<file path="src/rtl/fetch_stage_if.sv">
// Fetch stage bus: instruction-memory request/response, decode handoff and redirect.
// The fetch stage takes the master view; the memory/decode environment takes the slave view.
interface fetch_stage_if;
  logic        imem_req_valid;
  logic        imem_req_ready;
  logic [31:0] imem_req_addr;
  logic        imem_rsp_valid;
  logic [31:0] imem_rsp_data;
  logic        instr_valid;
  logic        instr_ready;
  logic [31:0] instruction;
  logic [31:0] instr_pc;
  logic        redirect_valid;
  logic [31:0] redirect_pc;

  modport master (
    output imem_req_valid, imem_req_addr, instr_valid, instruction, instr_pc,
    input  imem_req_ready, imem_rsp_valid, imem_rsp_data, instr_ready,
    input  redirect_valid, redirect_pc
  );

  modport slave (
    input  imem_req_valid, imem_req_addr, instr_valid, instruction, instr_pc,
    output imem_req_ready, imem_rsp_valid, imem_rsp_data, instr_ready,
    output redirect_valid, redirect_pc
  );
endinterface

</file>
<file path="src/rtl/fetch_stage.sv">
// Instruction fetch stage: drives the PC, issues in-order word reads, buffers returned words
// in a small FIFO for decode, predecodes J-type jumps and honours external redirects.
module fetch_stage #(
  parameter logic [31:0] RESET_PC = 32'h0000_0000,
  parameter int unsigned DEPTH    = 2
) (
  input logic           clk,
  input logic           rst,
  fetch_stage_if.master bus
);

  localparam int unsigned AW = $clog2(DEPTH);
  localparam int unsigned CW = $clog2(DEPTH) + 1;
  // Discard can accumulate across redirects, so it gets one extra bit to reach 2*DEPTH.
  localparam int unsigned DW = $clog2(2 * DEPTH) + 1;
  localparam int unsigned SW = DW + 1;

  logic [31:0]   r_pc;
  logic [CW-1:0] r_inflight;
  logic [DW-1:0] r_discard;
  logic [CW-1:0] r_count;
  logic [AW-1:0] r_rd_ptr;
  logic [AW-1:0] r_wr_ptr;
  logic [31:0]   r_last_instr;
  logic [31:0]   r_last_pc;
  logic [31:0]   r_mem_instr [DEPTH];
  logic [31:0]   r_mem_pc    [DEPTH];

  logic [CW:0]   w_occ_sum;
  logic          w_req_valid;
  logic          w_req_hs;
  logic          w_rsp_take;
  logic          w_rsp_drop;
  logic          w_rsp_word;
  logic [31:0]   w_rsp_pc;
  logic [31:0]   w_seq_pc;
  logic [31:0]   w_jump_target;
  logic          w_push;
  logic          w_jump;
  logic          w_head_valid;
  logic          w_pop;
  logic [CW-1:0] w_inflight_post;
  logic [DW-1:0] w_discard_post;
  logic [SW-1:0] w_discard_sum;
  logic [DW-1:0] w_discard_sat;
  logic [31:0]   w_pc_next;
  logic [CW-1:0] w_inflight_next;
  logic [DW-1:0] w_discard_next;
  logic [31:0]   w_instruction;
  logic [31:0]   w_instr_pc;

  // Handshake decode, response classification and J-type predecode.
  always_comb begin
    w_occ_sum    = (CW + 1)'(r_count) + (CW + 1)'(r_inflight);
    w_req_valid  = !rst && !bus.redirect_valid && (w_occ_sum < (CW + 1)'(DEPTH));
    w_req_hs     = w_req_valid && bus.imem_req_ready;
    w_rsp_take   = bus.imem_rsp_valid && ((r_inflight != '0) || (r_discard != '0));
    // Stale words are always older than live ones, so they are consumed first.
    w_rsp_drop   = w_rsp_take && (r_discard != '0);
    w_rsp_word   = w_rsp_take && (r_discard == '0);
    // Live in-flight requests are consecutive words ending just below the PC.
    w_rsp_pc     = r_pc - (32'(r_inflight) << 2);
    w_seq_pc     = w_rsp_pc + 32'd4;
    w_jump_target = (w_seq_pc & 32'hF000_0000) | {4'b0000, bus.imem_rsp_data[25:0], 2'b00};
    w_push       = w_rsp_word && !bus.redirect_valid;
    w_jump       = w_push && (bus.imem_rsp_data[31:26] == 6'b000010);
    w_head_valid = (r_count != '0);
    w_pop        = w_head_valid && bus.instr_ready && !bus.redirect_valid;
  end

  // Next PC and in-flight/discard accounting; redirect outranks a jump outranks sequential.
  always_comb begin
    w_inflight_post = r_inflight - CW'(w_rsp_word);
    w_discard_post  = r_discard - DW'(w_rsp_drop);
    // A request accepted alongside a jump already targets the wrong path.
    w_discard_sum   = SW'(w_discard_post) + SW'(w_inflight_post) + SW'(w_req_hs);
    w_discard_sat   = (w_discard_sum > SW'(2 * DEPTH)) ? DW'(2 * DEPTH)
                                                       : w_discard_sum[DW-1:0];
    w_pc_next       = r_pc;
    w_inflight_next = w_inflight_post + CW'(w_req_hs);
    w_discard_next  = w_discard_post;
    if (bus.redirect_valid) begin
      w_pc_next       = bus.redirect_pc & 32'hFFFF_FFFC;
      w_inflight_next = '0;
      w_discard_next  = w_discard_sat;
    end else if (w_jump) begin
      w_pc_next       = w_jump_target;
      w_inflight_next = '0;
      w_discard_next  = w_discard_sat;
    end else if (w_req_hs) begin
      w_pc_next       = r_pc + 32'd4;
    end
  end

  // Head of the buffer, or the last shown value once the buffer is empty.
  always_comb begin
    w_instruction = w_head_valid ? r_mem_instr[r_rd_ptr] : r_last_instr;
    w_instr_pc    = w_head_valid ? r_mem_pc[r_rd_ptr]    : r_last_pc;
  end

  // PC and request/discard counters.
  always_ff @(posedge clk or posedge rst) begin
    if (rst) begin
      r_pc       <= RESET_PC;
      r_inflight <= '0;
      r_discard  <= '0;
    end else begin
      r_pc       <= w_pc_next;
      r_inflight <= w_inflight_next;
      r_discard  <= w_discard_next;
    end
  end

  // Buffer pointers, occupancy and the held output value.
  always_ff @(posedge clk or posedge rst) begin
    if (rst) begin
      r_count      <= '0;
      r_rd_ptr     <= '0;
      r_wr_ptr     <= '0;
      r_last_instr <= '0;
      r_last_pc    <= '0;
    end else begin
      r_last_instr <= w_instruction;
      r_last_pc    <= w_instr_pc;
      if (bus.redirect_valid) begin
        r_count  <= '0;
        r_rd_ptr <= '0;
        r_wr_ptr <= '0;
      end else begin
        r_count <= r_count + CW'(w_push) - CW'(w_pop);
        if (w_push) r_wr_ptr <= r_wr_ptr + AW'(1);
        if (w_pop)  r_rd_ptr <= r_rd_ptr + AW'(1);
      end
    end
  end

  // Buffer storage; contents only matter while counted as occupied.
  always_ff @(posedge clk) begin
    if (w_push) begin
      r_mem_instr[r_wr_ptr] <= bus.imem_rsp_data;
      r_mem_pc[r_wr_ptr]    <= w_rsp_pc;
    end
  end

  assign bus.imem_req_valid = w_req_valid;
  assign bus.imem_req_addr  = r_pc;
  assign bus.instr_valid    = w_head_valid;
  assign bus.instruction    = w_instruction;
  assign bus.instr_pc       = w_instr_pc;

endmodule

</file>
<file path="src/flat_wrapper.sv">
// flat-port wrapper written by rule: the top's interface ports become plain ports
module fetch_stage_flat 
#(
  parameter logic [31:0] RESET_PC = 32'h0000_0000,
  parameter int unsigned DEPTH    = 2
)
  (clk, rst, bus_imem_req_valid, bus_imem_req_addr, bus_instr_valid, bus_instruction, bus_instr_pc, bus_imem_req_ready, bus_imem_rsp_valid, bus_imem_rsp_data, bus_instr_ready, bus_redirect_valid, bus_redirect_pc);
  fetch_stage_if bus_i ();
  input logic clk;
  input logic rst;
  output wire logic [$bits(bus_i.imem_req_valid)-1:0] bus_imem_req_valid;
  output wire logic [$bits(bus_i.imem_req_addr)-1:0] bus_imem_req_addr;
  output wire logic [$bits(bus_i.instr_valid)-1:0] bus_instr_valid;
  output wire logic [$bits(bus_i.instruction)-1:0] bus_instruction;
  output wire logic [$bits(bus_i.instr_pc)-1:0] bus_instr_pc;
  input wire logic [$bits(bus_i.imem_req_ready)-1:0] bus_imem_req_ready;
  input wire logic [$bits(bus_i.imem_rsp_valid)-1:0] bus_imem_rsp_valid;
  input wire logic [$bits(bus_i.imem_rsp_data)-1:0] bus_imem_rsp_data;
  input wire logic [$bits(bus_i.instr_ready)-1:0] bus_instr_ready;
  input wire logic [$bits(bus_i.redirect_valid)-1:0] bus_redirect_valid;
  input wire logic [$bits(bus_i.redirect_pc)-1:0] bus_redirect_pc;
  assign bus_imem_req_valid = bus_i.imem_req_valid;
  assign bus_imem_req_addr = bus_i.imem_req_addr;
  assign bus_instr_valid = bus_i.instr_valid;
  assign bus_instruction = bus_i.instruction;
  assign bus_instr_pc = bus_i.instr_pc;
  assign bus_i.imem_req_ready = bus_imem_req_ready;
  assign bus_i.imem_rsp_valid = bus_imem_rsp_valid;
  assign bus_i.imem_rsp_data = bus_imem_rsp_data;
  assign bus_i.instr_ready = bus_instr_ready;
  assign bus_i.redirect_valid = bus_redirect_valid;
  assign bus_i.redirect_pc = bus_redirect_pc;
  fetch_stage #(.RESET_PC(RESET_PC), .DEPTH(DEPTH)) u_core (.clk(clk), .rst(rst), .bus(bus_i));
endmodule
</file>
<file path="config.mk">
export PLATFORM = sky130hd
export DESIGN_NAME = fetch_stage_flat
export DESIGN_NICKNAME = d
export VERILOG_FILES = /design/src/rtl/fetch_stage_if.sv /design/src/rtl/fetch_stage.sv /design/src/flat_wrapper.sv
export SDC_FILE = /design/constraint.sdc
export NUM_CORES = 1
export LEC_CHECK = 0
export ABC_CLOCK_PERIOD_IN_PS = 6920
export CORE_AREA = 2 2 158 145
export DETAILED_ROUTE_END_ITERATION = 10
export DIE_AREA = 0 0 160 147
export GPL_ROUTABILITY_DRIVEN = 0
export PLACE_DENSITY_LB_ADDON = 0.12
export SETUP_SLACK_MARGIN = 0.05
export SYNTH_ARGS = -nofsm -noshare
export SYNTH_HDL_FRONTEND = slang
export SYNTH_SLANG_ARGS = --single-unit
</file>
<file path="constraint.sdc">
create_clock -name clk -period 6.92 [get_ports clk]
set_input_delay 1.384 -clock clk [delete_from_list [all_inputs] [get_ports clk]]
set_output_delay 1.384 -clock clk [all_outputs]
set_load 0.02 [all_outputs]
</file>
After elaboration in Yosys (flattened, before gate mapping)
Memory sizes are Yosys's and may differ from the RTL's.
Index checks and enable logic that the tools add are counted.

cells by class
  add/subtract/negate cells = 13
  magnitude comparators = 2
  equal/unequal tests = 1
  multiplexer cells = 17
  bitwise gates (word level) = 1
  reductions and logical operators = 20

operators with widths
  operator                 number
  $mux W32                 5
  $add A32 B3 Y32 const B  2
  $or A32 B28 Y32          1
  $sub A32 B4 Y32          1
  $logic_and A1 B1 Y1      10
  $mux W3                  3
  $reduce_bool A2 Y1       4
  $eq A6 B2 Y1 const B     1
  $mux W1                  6
  $mux W2                  3
  $reduce_bool A3 Y1       2
  $add A2 B1 Y2            2
  $add A3 B2 Y4            1
  $add A4 B1 Y4            1
  $gt A4 B3 Y1 const B     1
  $sub A2 B1 Y2            2
  $add A2 B2 Y3            1
  $logic_not A3 Y1         1
  $lt A3 B2 Y1 const B     1
  $sub A3 B1 Y3            1
  $add A1 B1 Y1 const B    2
  $logic_not A1 Y1         2
  $logic_or A1 B1 Y1       1

word-level totals
  register bits after elaboration = 105
  memory bits (writable) = 128
  input port bits = 70
  output and inout bits = 98
  logic and storage cells = 64
  memories kept = 2

memories
  name                depth  width  read ports  clocked after memory_dff  write ports  RTL line           text
  u_core.r_mem_instr  2      32     1           0                         1            fetch_stage.sv:26  logic [31:0] r_mem_instr [DEPTH];
  u_core.r_mem_pc     2      32     1           0                         1            fetch_stage.sv:27  logic [31:0] r_mem_pc [DEPTH];

Depth between registers and ports, before layout
Gate-level depths: netlist (run 1).

  depth after elaboration = 11
  depth in mapped cells = 13
  gate-level depth less buffers = 12

Worst setup path before layout (run 1)
Ideal clock, no wire load.

  path type = input to register
  from = input bus_redirect_valid
  to = memory u_core.r_mem_instr[0][0], enable pin
  library setup time = 635 ps
  arrival = 7,747 ps
  data required time = 6,285 ps
  path slack = -1,462 ps
  stages on the path = 3
  buffers on the path = 2
  cells stage by stage = clkbuf_1 -> buf_1 -> nor4_1

on the way
  cells in the longest elaborated chain, start to end = 4

ends and longest elaborated chain
  item                           RTL line            text
  start, declared                flat_wrapper.sv:20  input wire logic [$bits(bus_i.redirect_valid)-1:0] bus_redirect_valid;
  $logic_not A1 Y1               fetch_stage.sv:65   w_push = w_rsp_word && !bus.redirect_valid;
  $logic_and A1 B1 Y1            fetch_stage.sv:65
  $mux W1                        fetch_stage.sv:139  if (w_push) begin
  $mux W1 (implied by the code)  fetch_stage.sv:140  r_mem_instr[r_wr_ptr] <= bus.imem_rsp_data;
  end, declared                  fetch_stage.sv:26

No other way between the ends.

Final worst setup path (run 1)
  from = register u_core.r_rd_ptr
  to = output bus_instr_pc[9]

on the way
  cells in the longest elaborated chain, start to end = 2

ends and longest elaborated chain
  item                    RTL line            text
  start, declared         fetch_stage.sv:22   logic [AW-1:0] r_rd_ptr;
  start signal, assigned  fetch_stage.sv:132  if (w_pop) r_rd_ptr <= r_rd_ptr + AW'(1);
  $mem_v2 Z2 W32          -
  $mux W32                fetch_stage.sv:98   w_instr_pc = w_head_valid ? r_mem_pc[r_rd_ptr] : r_last_pc;
  end, declared           flat_wrapper.sv:15  output wire logic [$bits(bus_i.instr_pc)-1:0] bus_instr_pc;

No other way between the ends.

==> key figures, run 1 <==
Run status
  • Status: finished clean

Critical path
  • Worst Setup End Kind: output pin
  • WP data required: around 5.5 ns
  • Startpoint Class: flip-flop
  • Critical Path Slowest Stage Cell: dfrtp_4
  • Worst path max stage delay: 0.76 ns
  • Crit path kind: flip-flop to output pin
  • Top delay family on crit path: buffers and inverters
  • Crit-path max FO: 36
  • Buffers plus inverters on the worst setup path: 2
  • Critical path depth: 4
  • Crit path cell chain: buf_4 > mux2i_1 > o21ai_0 > clkdlybuf4s50_1
  • Crit path arrival time: around 3 ns
  • Worst Reg-to-Reg Cells: 10

Global routing
  • Initial antenna violation count: 0
  • GR met2 Demand/Resource: about a third
  • Top Usage Layer GRT: met2
  • Vias in the first global route: 7287
  • Met3 Track Usage GR: 4.404%
  • Largest net degree at the start of global routing: 66
  • GRT Total Usage: between 20% and 30%
  • GRT met1 Usage: about 30%
  • Total grt overflow: 0
  • First-pass GRT wire length: around 40000 um

STA
  • Setup_tns: 0 ns
  • Fmax: between 200 and 250 MHz
  • RSZ-0062 raised after global routing: false
  • Period minus WS final: around 4.4 ns
  • Fin. max-slew vios: 0
  • Final hold violations: 0
  • Slew margin rel.: about a fifth
  • # setup viols final: 0
  • Fin crit share: a little under two thirds
  • Setup ws final: 2.492 ns
  • Slew @ Worst Pin: 1.188 ns
  • Clk_skew: around 0.023 ns

Flow run
  • Max-Cap Viols: 0

Clocking
  • CTS HTree Levels: 1
  • Post-CTS resize count: 0
  • Post-CTS setup buffers: 0
  • Longest Clk Path Bufs: 3
  • Clock latency at the later pin of the worst-skew pair: 0.52 ns
  • CTS clock-pin slew for the worst setup and hold paths: ~0.06 ns
  • CTS tree: built
  • Root Driver: clkbuf_16
  • Clock sink count: around 230
  • Cts hold-fix bufs: 0
  • CTS buffer count: 24

Floorplanning
  • Io pins: 168
  • Die Y: between 100 and 150 um
  • Starting Density: between 40% and 50%
  • Horiz. Die Dim: approximately 160 um
  • Core area: ~22000 um^2
  • Die Footprint: 23520 um^2
  • Row count: 52

Logic synthesis
  • Post-Syn Area: 10560 um^2
  • Cell count after synthesis: 932
  • Post-synthesis sequential area ratio: 59.70%
  • Seq cells post-synth: 227
  • Count of different cell masters after synthesis: 61
  • EDFF count, synth: between 100 and 150
  • Synth area leaders: edfxtp_1 (35%), dfrtp_1 (24%), mux2i_1 (6.3%)
  • Synth warnings: 0
  • Yosys top cell area share: between 30% and 40%
  • Most frequently used flop master after synthesis: edfxtp_1
  • Area leader, netlist: edfxtp_1
  • Synth Area per Inst: 11.33 um^2
  • Async S/R FF share, synth: between 40% and 50%

Placed design
  • DP HPWL: around 18000 um
  • Setup slack at placement: about 2.3 ns
  • Buffers on Ports: about 160

Detailed routing
  • Via count: 7526
  • Drt drc: 0
  • DR pass1 iterations: 5
  • Routed length per instance: roughly 18 um
  • Via/cell ratio: roughly 5.4
  • DRT Wirelength: between 20000 and 30000 um
  • Routed Antenna Nets: 0
  • Iter 0 DRT Violations: roughly 560

Cells and area
  • Commonest non-fill, non-tap cell in the layout: clkdlybuf4s50_1
  • Layout area overhead: 24.82%
  • Commonest non-fill, non-tap cells in the layout: clkdlybuf4s50_1 (162), edfxtp_1 (124), nand2_1 (115), dfrtp_1 (102), o21ai_0 (94)
  • Layout cells sized above 1: under 10%
  • N_diodes: 0
  • Final Net Count: ~1200

Power and ir drop
  • Worst vdd ir: 0.1989 mV
  • Overall Power: 4.404 mW
  • Cell Pwr Density: between 300 and 400 nW/um^2
  • P_leak: slightly below 5 nW

Min path
  • WHS Path Cells: 1
  • Hold crit path type: flip-flop to flip-flop
-- stage by stage --
stage	util, %	hold slack, ns	instances	cell area [um^2]
2_1_floorplan	-	0.5418	933	10570
3_3_place_gp	56.40	0.4641	1338	12400
3_5_place_dp	56.40	0.4700	1338	12400
4_1_cts	59.91	0.4858	1382	13180
5_1_grt	59.91	0.5183	1382	13180
6_report	59.91	0.4752	1382	13180
-- area by class of cell --
| type | count | area, um^2 |
|---|---|---|
| multi-input combinational | 620 | 3943 |
| sequential | 227 | 6305 |
| timing repair buffer | 173 | 1702 |
| clock buffer | 32 | 661.9 |
| tap | 297 | 371.6 |
| inverter | 21 | 81.33 |
| fill | 1899 | 8816 |
| clock inverter | 12 | 111.4 |
-- flip-flops by register name (all words and copies together) (netlist names), 2 cells and up --
name and flops:
u_core.r_last_instr 32, u_core.r_mem_instr 64, u_core.r_last_pc 32, u_core.bus.imem_req_addr 30, u_core.r_discard 3, u_core.r_inflight 2, u_core.r_mem_pc 60, u_core.r_count 2
-- worst register-to-register path: cells and delay by family (launching register included) --
kind	cells	cell delay [ns]
fa+ha+maj	2	0.58
mux	1	0.24
flops	1	0.52
compound gates	2	0.67
simple gates	4	1.67
buf+inv	1	0.11
-- cells in the mapped netlist (all sizes together), types with 3 or more instances --
library cell / instances
a211oi: 16
a21oi: 31
a22oi: 5
a31oi: 5
and2: 6
and3: 7
and4: 5
buf: 12
clkbuf: 53
dfrtp: 103
edfxtp: 124
fa: 4
ha: 10
inv: 20
mux2i: 66
nand2: 115
nand2b: 7
nand3: 18
nand4: 12
nor2: 64
nor2b: 3
nor3: 12
nor4: 16
o21ai: 94
o311ai: 3
o31ai: 3
or2: 5
or3: 12
or4: 13
xnor2: 30
xor2: 27
-- final timing paths --
check | start | end | slack [ns]
setup / recovery | u_core.r_rd_ptr$_DFFE_PP0P_ | bus_instr_pc[9] | 2.49
hold reg to reg | u_core.r_last_pc[0]$_DFF_PP0_ | u_core.r_last_pc[0]$_DFF_PP0_ | 0.48
min in group asynchronous | rst | u_core.r_count[0]$_DFF_PP0_ | 1.43
max in group asynchronous | rst | u_core.r_rd_ptr$_DFFE_PP0P_ | 4.28
setup reg to reg | u_core.bus.imem_req_addr[2]$_DFFE_PP0P_ | u_core.bus.imem_req_addr[29]$_DFFE_PP0P_ | 3.03
hold / removal | u_core.r_last_pc[0]$_DFF_PP0_ | u_core.r_last_pc[0]$_DFF_PP0_ | 0.48
-- report_power, final --
part	internal (mW)	leakage (nW)	switching, mW
Sequential	1.67	2.39	0.154
Combinational	0.596	2.09	0.731
Clock	0.746	0.378	0.512
-- per-layer routing --
| layer | share of wire, % | wire (um) | vias up |
|---|---|---|---|
| li1 | - | - | 3646 |
| met3 | 5.8 | 1471 | 59 |
| met5 | 0 | 0 | - |
| met2 | 45 | 11420 | 214 |
| met1 | 45 | 11420 | 3607 |
| met4 | 3.6 | 901 | 0 |
-- kinds of logic (layout without fill, tap and decap cells) --
group                    after synthesis  in the layout  share of synthesized area [%]
AO/OA/AOI/OAI                        180            180                          10.35
other                                  1              2                        0.03553
buffers and inverters                 86            238                          3.212
XOR/XNOR                              57             57                          4.730
AND/OR/NAND/NOR                      301            301                          13.77
multiplexers                          66             66                          6.259
flip-flops                           227            227                          59.70
adder cells (fa/ha/maj)               14             14                          1.944
(Power assumes the default switching activity.)
==> run 2, diff against run 1 <==
--- a/config.mk
+++ b/config.mk
@@ -5,10 +5,10 @@
 export SDC_FILE = /design/constraint.sdc
 export NUM_CORES = 1
 export LEC_CHECK = 0
-export ABC_CLOCK_PERIOD_IN_PS = 6920
-export CORE_AREA = 2 2 158 145
+export ABC_CLOCK_PERIOD_IN_PS = 4100
+export CORE_AREA = 2 2 157 143
 export DETAILED_ROUTE_END_ITERATION = 10
-export DIE_AREA = 0 0 160 147
+export DIE_AREA = 0 0 159 145
 export GPL_ROUTABILITY_DRIVEN = 0
 export PLACE_DENSITY_LB_ADDON = 0.12
 export SETUP_SLACK_MARGIN = 0.05
==> constraint.sdc (replaced) <==
create_clock -name clk -period 4.1 [get_ports clk]
set_input_delay 0.82 -clock clk [delete_from_list [all_inputs] [get_ports clk]]
set_output_delay 0.82 -clock clk [all_outputs]
set_load 0.02 [all_outputs]
==> run 2 against run 1 <==
- sequential power up 65%
- utilization up 2.5 points
- critical path depth up 6
- worst setup slack worse by 2.0 ns
==> key figures, run 2 (synthesized netlist as in run 1, its figures left out) <==
Run status
  • Status: finished clean

STA
  • Final hold violations: 0 (unchanged)
  • Clk_skew: 0.01447 ns (-0.008240 ns)
  • Slew @ Worst Pin: 0.7680 ns (-0.4200 ns)
  • Setup_tns: 0 ns (unchanged)
  • Setup ws final: 0.4563 ns (-2.036 ns)
  • Slew margin rel.: 48.61% (+29 points)
  • RSZ-0062 raised after global routing: false
  • Fmax: about 270 MHz
  • # setup viols final: 0 (unchanged)
  • Fin crit share: ~89%
  • Period minus WS final: around 3.6 ns
  • Fin. max-slew vios: 0 (unchanged)

Critical path
  • Crit-path max FO: 7 (-81%)
  • Crit path kind: flip-flop to flip-flop
  • Worst path max stage delay: 0.56 ns (-0.20 ns)
  • WP data required: 4.49 ns (-1.05 ns)
  • Cell repeated most along the worst path: or4_1
  • Crit Reg-Reg Startpoint: u_core.r_inflight[1]$_DFF_PP0_
  • Startpoint Class: flip-flop
  • Worst Setup End Kind: flip-flop
  • Crit path arrival time: 4.04 ns (+1.00 ns)
  • Crit path launch: u_core.r_inflight[1]$_DFF_PP0_
  • Critical Path Slowest Stage Cell: dfrtp_1
  • Crit path cell chain: inv_1 > ha_1 > or4_1 > or4_1 > buf_4 > or4_1 > or3_1 > and4_1 > a41oi_1 > nand3b_1

Detailed routing
  • Routed length per instance: 18.28 um (+0.19%)
  • DRT Wirelength: 25520 um (+1.2%)
  • DR pass1 iterations: 5 (unchanged)
  • Routed Antenna Nets: 0 (unchanged)
  • Drt drc: 0 (unchanged)
  • Via count: 7551 (+0.33%)
  • Via/cell ratio: 5.409 (-0.67%)
  • Iter 0 DRT Violations: 546 (-2.0%)

Floorplanning
  • Horiz. Die Dim: 159 um (-0.63%)
  • Core area: 21440 um^2 (-2.5%)
  • Die Footprint: 23060 um^2 (-2.0%)
  • Starting Density: 49.23% (+1.2 points)
  • Die Y: 145 um (-1.4%)
  • Row count: 51 (-1.9%)
  • Io pins: 168 (unchanged)

Clocking
  • Clock latency at the later pin of the worst-skew pair: 0.52 ns (about the same)
  • Post-CTS resize count: 0 (unchanged)
  • Clock sink count: 227 (unchanged)
  • CTS tree: built
  • Post-CTS setup buffers: 0 (unchanged)
  • Root Driver: clkbuf_16
  • Longest Clk Path Bufs: 3 (unchanged)
  • CTS clock-pin slew for the worst setup and hold paths: 0.06 ns (about the same)
  • Cts hold-fix bufs: 0 (unchanged)
  • CTS HTree Levels: 1 (unchanged)
  • CTS buffer count: 24 (unchanged)

Cells and area
  • Top Registers: u_core.r_mem_instr x64, u_core.r_mem_pc x60
  • Layout cells sized above 1: 7.783% (+2.3 points)
  • Sequential standard cell area: 6305 um^2 (unchanged)
  • Commonest non-fill, non-tap cell in the layout: clkdlybuf4s50_1
  • Largest register by flop count: u_core.r_mem_instr
  • Final Net Count: 1171 (+1.7%)
  • Multi-input logic area: 3943 um^2 (unchanged)
  • Max reg flops: 64 (unchanged)
  • Commonest non-fill, non-tap cells in the layout: clkdlybuf4s50_1 (162), edfxtp_1 (124), nand2_1 (115), dfrtp_1 (102), o21ai_0 (94)
  • Post-layout util: 62.45% (+2.5 points)
  • Fill count: 1808 (-4.8%)
  • Layout area overhead: 26.85%
  • N_diodes: 0 (unchanged)

Power and ir drop
  • Combinational share of power: 30.6% (+0.5 points)
  • Overall Power: 7.621 mW (+73%)
  • Reg power frac: 39.5% (-1.8 points)
  • Worst vdd ir: 0.4088 mV (+110%)
  • P_leak: 4.988 nW (+2.7%)
  • Sw Pwr: 2.395 mW (+71%)
  • Sw Share: 31.43% (-0.30 points)
  • Cell Pwr Density: 569.2 nW/um^2 (+70%)
  • Clock Power Share: 29.9% (+1.3 points)
  • Pint: 5.226 mW (+74%)

Flow run
  • Max-Cap Viols: 0 (unchanged)

Min path
  • Hold crit path type: flip-flop to flip-flop
  • Hold_sp: u_core.r_last_instr[0]$_DFF_PP0_

Global routing
  • First-pass GRT wire length: 40790 um (+1.5%)
  • Initial antenna violation count: 0 (unchanged)
  • Vias in the first global route: 7513 (+3.1%)
  • GRT Total Usage: 22.05% (+0.49 points)
  • Largest net degree at the start of global routing: 72 (+9.1%)
  • Total grt overflow: 0 (unchanged)

Placed design
  • Buffers on Ports: 163 (unchanged)
  • DP HPWL: 18010 um (+1.8%)
  • Setup slack at placement: 0.5212 ns (-1.758 ns)
==> run 2: per-stage QoR <==
| stage | instance area (um^2) | hold slack [ns] | cells |
|---|---|---|---|
| floorplan | 10570 | 0.5770 | 933 |
| CTS | 13390 | 0.4864 | 1396 |
| global placement | 12560 | 0.4663 | 1352 |
| finish | 13390 | 0.4874 | 1396 |
| global route | 13390 | 0.5063 | 1396 |
| detailed placement | 12560 | 0.4667 | 1352 |
==> run 2: final cells by class <==
class                   instances  area share (%)
flip-flops and latches        227           47.09
well taps                     291           2.719
repair buffers                193           13.92
inverters                      21          0.6074
clock buffers                  30           4.887
multi-input cells             620           29.45
clock inverters                14           1.327
==> run 2: path summary, 6_finish.rpt <==
| kind | end | slack [ns] | depth (start not counted) |
|---|---|---|---|
| worst min-delay path | u_core.r_last_instr[0]$_DFF_PP0_ | 0.49 | 2 |
| worst max-delay path | u_core.bus.imem_req_addr[31]$_DFFE_PP0P_ | 0.46 | 10 |
| min in group asynchronous | u_core.r_wr_ptr$_DFFE_PP0P_ | 0.82 | 2 |
| worst max register to register | u_core.bus.imem_req_addr[31]$_DFFE_PP0P_ | 0.46 | 10 |
| worst min register to register | u_core.r_last_instr[0]$_DFF_PP0_ | 0.49 | 2 |
| max in group asynchronous | u_core.r_last_pc[5]$_DFF_PP0_ | 2.48 | 3 |
==> run 2: power by group through the flow <==
stage	Clock, mW	Combinational [mW]	Sequential, mW
3_3_place_gp	0	2.32	3.04
5_1_grt	2.40	2.54	3.05
3_5_place_dp	0	2.34	3.05
2_1_floorplan	0	1.28	3.02
4_1_cts	2.31	2.36	3.01
6_report	2.28	2.33	3.01
==> run 2: per-layer routing <==
metal	wire [um]	global-route usage (%)
met1	11660	30.51
met2	12020	36.46
met3	1327	4.002
met4	518	5.091
met5	0	0
==> run 2: worst max-delay path, delay by kind of cell (launching register included) <==
kind,cells,cell delay (ns)
AO/OA/AOI/OAI,1,0.21
adder cells (fa/ha/maj),1,0.26
buffers and inverters,2,0.27
flip-flops,1,0.56
AND/OR/NAND/NOR,6,2.20
==> run 3, diff against run 2 <==
--- a/config.mk
+++ b/config.mk
@@ -10,7 +10,7 @@
 export DETAILED_ROUTE_END_ITERATION = 10
 export DIE_AREA = 0 0 159 145
 export GPL_ROUTABILITY_DRIVEN = 0
-export PLACE_DENSITY_LB_ADDON = 0.12
+export PLACE_DENSITY = 0.75
 export SETUP_SLACK_MARGIN = 0.05
 export SYNTH_ARGS = -nofsm -noshare
 export SYNTH_HDL_FRONTEND = slang
==> run 3 against run 2 <==
- sequential share of layout area is essentially flat
- critical endpoint is now u_core.bus.imem_req_addr[28]$_DFFE_PP0P_
- worst hold slack lost 0.012 ns
- worst setup slack lost 0.0048 ns
- largest cell class unchanged
- utilization is essentially flat
- first-iteration DRC count grew 46%
- die area is the same
- power grew 0.22%
- fmax shrank 0.13%
==> key figures, run 3 (synthesized netlist as in run 1, its figures left out) <==
STA
  • # setup viols final: 0 (unchanged)
  • Setup_tns: 0 ns (unchanged)
  • Slew margin rel.: 28.15% (-20 points)
  • Fin. max-slew vios: 0 (unchanged)
  • Fin crit share: 88.99% (+0.12 points)
  • Final hold violations: 0 (unchanged)
  • Slew @ Worst Pin: 1.074 ns (+0.3057 ns)
  • Period minus WS final: 3.649 ns (+0.004803 ns)
  • Fmax: 274.1 MHz (-0.13%)
  • Clk_skew: 0.01997 ns (+0.005501 ns)
  • RSZ-0062 raised after global routing: false

Clocking
  • CTS tree: built
  • CTS buffer count: 25 (+4.2%)
  • Post-CTS setup buffers: 0 (unchanged)
  • Root Driver: clkbuf_16
  • Cts hold-fix bufs: 0 (unchanged)
  • Longest Clk Path Bufs: 3 (unchanged)
  • CTS clock-pin slew for the worst setup and hold paths: 0.06 ns (about the same)
  • Clock latency at the later pin of the worst-skew pair: 0.52 ns (about the same)
  • Clock sink count: 227 (unchanged)
  • CTS HTree Levels: 1 (unchanged)
  • Post-CTS resize count: 0 (unchanged)

Power and ir drop
  • Cell Pwr Density: 570.6 nW/um^2 (+0.25%)
  • P_leak: 4.977 nW (-0.23%)
  • Worst vdd ir: 0.3097 mV (-24%)
  • Overall Power: 7.637 mW (+0.22%)

Cells and area
  • Multi-input logic area: 3943 um^2 (unchanged)
  • Layout area overhead: 26.81% (about the same)
  • Top Registers: u_core.r_mem_instr x64, u_core.r_mem_pc x60
  • Final Net Count: 1168 (-0.26%)
  • N_diodes: 0 (unchanged)
  • Sequential standard cell area: 6305 um^2 (unchanged)
  • Commonest non-fill, non-tap cell in the layout: clkdlybuf4s50_1
  • Fill count: 1704 (-5.8%)
  • Commonest non-fill, non-tap cells in the layout: clkdlybuf4s50_1 (162), edfxtp_1 (124), nand2_1 (115), dfrtp_1 (102), o21ai_0 (94)
  • Largest register by flop count: u_core.r_mem_instr
  • Max reg flops: 64 (unchanged)
  • Final instance area: 13390 um^2 (about the same)
  • Layout cells sized above 1: 7.344% (-0.44 points)

Detailed routing
  • Iter 0 DRT Violations: 798 (+46%)
  • DR pass1 iterations: 6 (+1)
  • Via count: 7712 (+2.1%)
  • DR top layer: met4
  • DRT Wirelength: 26180 um (+2.6%)
  • DRT met1 WL: 11310 um (-3.0%)
  • Via/cell ratio: 5.532 (+2.3%)
  • Met3 routed WL: 1870 um (+41%)
  • Drt drc: 0 (unchanged)
  • Wire length on met2: 12390 um (+3.1%)
  • Routed Antenna Nets: 0 (unchanged)
  • Routed length per instance: 18.78 um (+2.8%)

Placed design
  • Placed Area: 12550 um^2 (about the same)
  • DP HPWL: 17940 um (-0.37%)
  • Buffers on Ports: 163 (unchanged)

Flow run
  • Max-Cap Viols: 0 (unchanged)

Global routing
  • First-pass GRT wire length: 41340 um (+1.4%)
  • Largest net degree at the start of global routing: 128 (+78%)
  • Total grt overflow: 0 (unchanged)
  • Vias in the first global route: 7505 (-0.11%)
  • GRT Total Usage: 22.38% (+0.33 points)
  • Initial antenna violation count: 0 (unchanged)

Floorplanning
  • Starting Density: 49.23% (unchanged)
  • Row count: 51 (unchanged)
  • Core area: 21440 um^2 (unchanged)
  • Die Y: 145 um (unchanged)
  • Die Footprint: 23060 um^2 (unchanged)
  • Io pins: 168 (unchanged)
  • Horiz. Die Dim: 159 um (unchanged)

Critical path
  • Worst Setup End Kind: flip-flop
  • Startpoint Class: flip-flop
  • Crit path arrival time: 4.02 ns (-0.02 ns)
  • Crit path kind: flip-flop to flip-flop
  • Crit-path max FO: 8 (+1)
  • WP data required: 4.48 ns (about the same)

Run status
  • Status: finished clean

Min path
  • Hold crit path type: flip-flop to flip-flop
run 3: cell count changes in the layout (fill, tap and decap cells not counted):
cell / delta
clkinv_1: +3
inv_6: +1
clkinv_2: -1
buf_4: -6
clkbuf_8: -1
buf_12: +2
run 3: worst paths after layout:
kind | endpoint | cells past startpoint | slack, ns | from
min reg2reg | u_core.r_last_pc[0]$_DFF_PP0_ | 1 | 0.48 | u_core.r_last_pc[0]$_DFF_PP0_
min in group asynchronous | u_core.r_count[1]$_DFF_PP0_ | 2 | 0.77 | rst
max in group asynchronous | u_core.r_last_pc[13]$_DFF_PP0_ | 3 | 2.51 | rst
min | u_core.r_last_pc[0]$_DFF_PP0_ | 1 | 0.48 | u_core.r_last_pc[0]$_DFF_PP0_
max | u_core.bus.imem_req_addr[28]$_DFFE_PP0P_ | 8 | 0.45 | u_core.bus.imem_req_addr[3]$_DFFE_PP0P_
max reg2reg | u_core.bus.imem_req_addr[28]$_DFFE_PP0P_ | 8 | 0.45 | u_core.bus.imem_req_addr[3]$_DFFE_PP0P_
run 3: report_power, final:
| group | switching (mW) | leakage (nW) | internal [mW] |
|---|---|---|---|
| clock network | 0.888 | 0.404 | 1.37 |
| logic | 1.32 | 2.19 | 1.03 |
| registers | 0.219 | 2.39 | 2.81 |
| total | 2.42 | 4.98 | 5.21 |
run 3: area by class of cell:
type / count / area share, %
multi-input cells: 620 / 29.45
clock buffers: 29 / 4.786
clock inverters: 17 / 1.440
repair buffers: 189 / 13.89
inverters: 21 / 0.6076
flip-flops and latches: 227 / 47.10
well taps: 291 / 2.720
run 3: metal layers:
layer	up-vias	global-route usage (%)
met4	0	6.045
li1	3684	-
met3	49	4.231
met2	310	36.63
met5	-	0
met1	3669	30.84
run 3: stage by stage:
step	worst slack, ns	std cells	hold WS [ns]	util, %
floorplan	0.3226	933	0.5770	-
global placement	0.5361	1348	0.4671	58.54
detailed placement	0.5380	1348	0.4687	58.54
CTS	0.5013	1394	0.4818	62.43
global route	0.2348	1394	0.4971	62.43
finish	0.4515	1394	0.4756	62.43
run 3: worst max-delay path, stage by stage (launching register included):
cell	delay [ns]
dfrtp_1	0.46
ha_1	0.30
or4_1	0.45
or4_1	0.59
or4_4	0.55
a2111oi_4	0.35
nand4_2	0.18
o311ai_0	0.47
nand3_1	0.16
